===== src/rtl/z_core_reg_file.sv =====
`default_nettype none
// ============================================================================
//  Module   : z_core_reg_file
//  Brief    : RV32I integer register file, 2 combinational reads, 1 write,
//             x0 hardwired to zero, asynchronous active-high reset.
//             Optional macro Z_CORE_REG_FILE_BYPASS_EN adds write-through bypass.
//  Revision : 1.0 - initial release
// ============================================================================
module z_core_reg_file #(
   parameter int DATA_WIDTH = 32,
   parameter int ADDR_WIDTH = 5
) (
   input  logic                  clk,
   input  logic                  reset,
   input  logic                  write_enable,
   input  logic [ADDR_WIDTH-1:0] rd,
   input  logic [DATA_WIDTH-1:0] rd_in,
   input  logic [ADDR_WIDTH-1:0] rs1,
   input  logic [ADDR_WIDTH-1:0] rs2,
   output logic [DATA_WIDTH-1:0] rs1_out,
   output logic [DATA_WIDTH-1:0] rs2_out
);

   localparam int c_DEPTH = 2 ** ADDR_WIDTH;

   logic [DATA_WIDTH-1:0] r_regs_q [c_DEPTH];
   logic [DATA_WIDTH-1:0] r_regs_d [c_DEPTH];
   logic                  w_wr_commit;
   logic [c_DEPTH-1:0]    w_wr_sel;

   // An X on write_enable evaluates false in the if() below, so no write happens.
   assign w_wr_commit = (write_enable == 1'b1) && !reset && (rd != '0);

   generate
      for (genvar g = 0; g < c_DEPTH; g++) begin : g_dec
         if (g == 0) begin : g_x0
            assign w_wr_sel[g] = 1'b0;
         end else begin : g_xn
            assign w_wr_sel[g] = w_wr_commit && (rd == ADDR_WIDTH'(g));
         end
      end
   endgenerate

   always_comb begin
      for (int i = 0; i < c_DEPTH; i++) begin
         r_regs_d[i] = r_regs_q[i];
         if (w_wr_sel[i]) begin
            r_regs_d[i] = rd_in;
         end
      end
   end

   always_ff @(posedge clk or posedge reset) begin
      if (reset) begin
         for (int i = 0; i < c_DEPTH; i++) begin
            r_regs_q[i] <= '0;
         end
      end else begin
         for (int i = 0; i < c_DEPTH; i++) begin
            r_regs_q[i] <= r_regs_d[i];
         end
      end
   end

`ifdef Z_CORE_REG_FILE_BYPASS_EN
   // Forward in-flight write data to a reader of the same index before the edge.
   always_comb begin
      rs1_out = '0;
      if (rs1 != '0) begin
         rs1_out = (w_wr_commit && (rs1 == rd)) ? rd_in : r_regs_q[rs1];
      end
   end

   always_comb begin
      rs2_out = '0;
      if (rs2 != '0) begin
         rs2_out = (w_wr_commit && (rs2 == rd)) ? rd_in : r_regs_q[rs2];
      end
   end
`else
   always_comb begin
      rs1_out = '0;
      if (rs1 != '0) begin
         rs1_out = r_regs_q[rs1];
      end
   end

   always_comb begin
      rs2_out = '0;
      if (rs2 != '0) begin
         rs2_out = r_regs_q[rs2];
      end
   end
`endif

endmodule
`default_nettype wire


===== config.mk =====
export PLATFORM = sky130hd
export DESIGN_NAME = z_core_reg_file
export DESIGN_NICKNAME = d
export VERILOG_FILES = /design/src/rtl/z_core_reg_file.sv
export SDC_FILE = /design/constraint.sdc
export NUM_CORES = 2
export LEC_CHECK = 0
export BUFFER_PORTS_ARGS = -buffer_cell sky130_fd_sc_hd__buf_4
export CORE_MARGIN = 2
export CORE_UTILIZATION = 60
export CTS_CLUSTER_SIZE = 10
export DETAILED_ROUTE_END_ITERATION = 12
export PLACE_DENSITY = 0.77
export SLEW_MARGIN = 10
export SYNTH_ARGS = -nofsm -noshare
export SYNTH_HDL_FRONTEND = slang
export SYNTH_SLANG_ARGS = --single-unit

===== constraint.sdc =====
create_clock -name clk -period 36.4 [get_ports clk]
set_clock_uncertainty 0.05 [all_clocks]
set_input_delay 1.82 -clock clk [delete_from_list [all_inputs] [get_ports clk]]
set_output_delay 1.82 -clock clk [all_outputs]
set_load 0.01 [all_outputs]

==> impl_metrics.ini <==
[run_status]
status = complete, no violations

[synthesis]
yosys.area.top_type_share_pct = 46.1
synth_area_per_cell_sq_um = 13.9
synth-async-reset-ratio_pct = 100
synth_cells = 3864
ys_seq_area_share_pct = 46.1
synth_enable_flop_cells = 0
yosys_register_bits = 992
mappedNetlistArea_sq_um = 53900
yosys_warnings = 0
ys_dominant_reg_cell = sky130_fd_sc_hd__dfrtp_1
ys_top_cells_by_area = sky130_fd_sc_hd__dfrtp_1 46%, sky130_fd_sc_hd__mux2_2 22%, sky130_fd_sc_hd__mux4_2 14%
ys_types = 46
yosysTopAreaCell = sky130_fd_sc_hd__dfrtp_1
synthesis.nets = 3914

[power]
power_leakage_nw = 26.3
p_sw_share_pct = 27.0
seq_power_share_pct = 47.7
total_switching_power_mw = 0.772
power.internal_mw = 2.09
power.combinational.fraction_pct = 17.8
total_power_mw = 2.86
power_frac_clock_pct = 34.6
ir_worst_vdd_mv = 0.0348
p_per_cell_area_nw_per_um2 = 49.4

[sta]
rsz_0062_raised_after_global_routing = false
maxClockFrequency_mhz = 133
maxSlewViolCount = 0
fin_tns_setup_ns = 0
timing.slew.headroom_pct = 13.3
layout_min_cycle_time_ns = 7.51
worst_slew_pin_slew_ns = 1.30
period_share_pct = 20.6
setup-violations-final = 0
timing_hold_violations_final = 0

[clocking]
cts.clk_slew.worst_paths_ns = 0.05
cts-buffers-inserted = 112
clock_tree.buffer_depth = 3
clock_tree.htree_level_count = 3
cts_tree = built
clk_root_buffer_cell = sky130_fd_sc_hd__clkbuf_16
cts_resized = 0
skew_pair_late_insertion_delay_ns = 0.67
cts_setup_buffers = 0
numClockSinks = 992
ctsHoldBuffers = 0

[critical_path]
timing.reg2reg.setup_slack_ns = 35.53
worst_reg_to_reg_cells = 1
timing.rr.start = r_regs_q[543]
startpoint_of_the_worst_setup_timing_path = rs1[1]
crit_path_max_incr_delay_ns = 0.95
critPathMostFrequentCell = sky130_fd_sc_hd__buf_4
cp_max_fo = 76
timing.critical_path.arrival_ns = 5.64
timing.critical_path.to = rs1_out[6]
worstSetupEndpointType = output port
worst_path_max_delay_cell = sky130_fd_sc_hd__buf_4
critPathRequiredTime_ns = 34.53
crit-reg2reg-capture = r_regs_q[543]
critical_path.cell_chain = buf_8 > buf_4 > buf_4 > mux4_2 > nor2_1 > a21oi_1 > a21oi_1 > o21ai_0 > buf_4
worstSetupStartpointType = input pin
criticalPathCategory = in2out

[min_path]
worst_hold_path_type = reg2reg
holdPathStages = 1

[die]
fp.dieArea_sq_um = 92200
core_area_sq_um = 88600
die_width_um = 304
row_count = 109
initial_core_util_pct = 60.8
die_h_um = 304
io-pin-count = 114

[grt]
grt_max_degree = 153
global_route.usage.total_pct = 35.3
grt_pass1_wl_um = 243000
grt_overflow = 0
vias_in_the_first_global_route = 36600
antenna_found_initial = 5

[place]
io_buffers = 113
place.gp.congestion = 0.839
post-place-cells = 4810
dp_hpwl_um = 89800

[finish]
largest_register_ffs = 992
largestRegisters = r_regs_q: 992 flops
top_register = r_regs_q
area.sequential_sq_um = 24800
final.fill_count = 6361
most_common_cell_after_layout_fill_and_taps_aside = sky130_fd_sc_hd__mux2_2
layout.cells.most_common_list = 1040 x sky130_fd_sc_hd__mux2_2, 992 x sky130_fd_sc_hd__dfrtp_1, 346 x sky130_fd_sc_hd__mux4_2, 235 x sky130_fd_sc_hd__mux2i_1, 182 x sky130_fd_sc_hd__buf_4
layout.cells.non_filler = 4952
multiInputGateArea_sq_um = 27100
layout-drive-gt1-share_pct = 46.1
nets_final = 3809
syn2layout_area_growth_pct = 7.58

[job]
drv_cap = 0

[routing]
vias = 35900
detailedRoute.firstIterationViolations = 4311
remaining_drc_errors = 0
via_per_inst = 7.26
routedWlPerCell_um = 32.7
detail_route.wirelength_um = 162000
drt.antenna.violating_nets = 0
drtPass1Iterations = 6
==> worst min path at each step <==
stage	start	endpoint
after floorplan	r_regs_q[147]	r_regs_q[147]
after global placement	r_regs_q[287]	r_regs_q[287]
after detailed placement	r_regs_q[650]	r_regs_q[650]
after CTS	r_regs_q[650]	r_regs_q[650]
after global routing	r_regs_q[663]	r_regs_q[663]
final	r_regs_q[664]	r_regs_q[664]
==> layout make-up <==
class | count | share of cell area, %
inverters | 4 | 0.0432
repair buffers | 191 | 2.61
well taps | 1165 | 2.52
multi-input cells | 2458 | 46.8
flip-flops and latches | 992 | 42.8
diodes | 2 | 0.00864
clock buffers | 133 | 5.06
clock inverters | 7 | 0.112
==> critical path: cells and delay by family <==
| family | cells | cell delay, ns |
|---|---|---|
| buffers and inverters | 4 | 2.38 |
| muxes | 1 | 0.60 |
| and+or+nand+nor | 1 | 0.10 |
| AOI/OAI and AO/OA | 3 | 0.66 |
==> power groups by stage <==
stage	clock network (mW)	logic [mW]	registers, mW
5_1_grt	1.04	0.545	1.38
3_3_place_gp	0	0.492	1.37
3_5_place_dp	0	0.505	1.38
6_report	0.988	0.509	1.36
2_1_floorplan	0	0.399	1.34
4_1_cts	0.999	0.507	1.36
==> logic make-up (layout without fill, tap and decap cells) <==
kind of cell | Yosys count | in the layout | synth area share (%)
mux | 1646 | 1646 | 41.3
flops | 992 | 992 | 46.1
simple gates | 440 | 440 | 3.82
buf+inv | 414 | 335 | 3.97
compound gates | 372 | 372 | 4.78
other cells | 0 | 2 | 0
==> synth_stat cells, types with 8 or more instances <==
cell / count
sky130_fd_sc_hd__a211oi_1: 12
sky130_fd_sc_hd__a21oi_1: 115
sky130_fd_sc_hd__a221oi_1: 70
sky130_fd_sc_hd__a22o_1: 19
sky130_fd_sc_hd__a22oi_1: 35
sky130_fd_sc_hd__a311oi_1: 12
sky130_fd_sc_hd__a31oi_1: 9
sky130_fd_sc_hd__and3_1: 8
sky130_fd_sc_hd__buf_1: 27
sky130_fd_sc_hd__buf_2: 138
sky130_fd_sc_hd__buf_4: 52
sky130_fd_sc_hd__buf_6: 20
sky130_fd_sc_hd__clkbuf_1: 169
sky130_fd_sc_hd__dfrtp_1: 992
sky130_fd_sc_hd__mux2_1: 16
sky130_fd_sc_hd__mux2_2: 1040
sky130_fd_sc_hd__mux2i_1: 235
sky130_fd_sc_hd__mux4_1: 9
sky130_fd_sc_hd__mux4_2: 346
sky130_fd_sc_hd__nand2_1: 189
sky130_fd_sc_hd__nand3_1: 38
sky130_fd_sc_hd__nor2_1: 66
sky130_fd_sc_hd__nor2b_1: 71
sky130_fd_sc_hd__nor3_1: 47
sky130_fd_sc_hd__o211ai_1: 32
sky130_fd_sc_hd__o21ai_0: 31
sky130_fd_sc_hd__o221ai_1: 9
sky130_fd_sc_hd__o31ai_1: 12
sky130_fd_sc_hd__o32a_1: 9
==> per-stage QoR <==
stage	area (sq um)	utilization [%]	hold slack, ns	worst slack, ns
floorplan	53900	-	0.420	19.38
detailed placement	54900	62.0	0.449	28.93
global route	57900	65.4	0.476	28.59
CTS	57900	65.4	0.461	28.93
global placement	54900	62.0	0.434	28.93
finish	57900	65.4	0.459	28.89
==> per-layer routing <==
layer | track usage (%) | vias up | share of wire, %
li1 | - | 14400 | -
met1 | 48.5 | 19000 | 39
met2 | 53.0 | 2026 | 45
met3 | 9.59 | 471 | 11
met4 | 15.9 | 6 | 4.9
met5 | 0 | - | 0.022
Power figures use the tool's default switching activity.
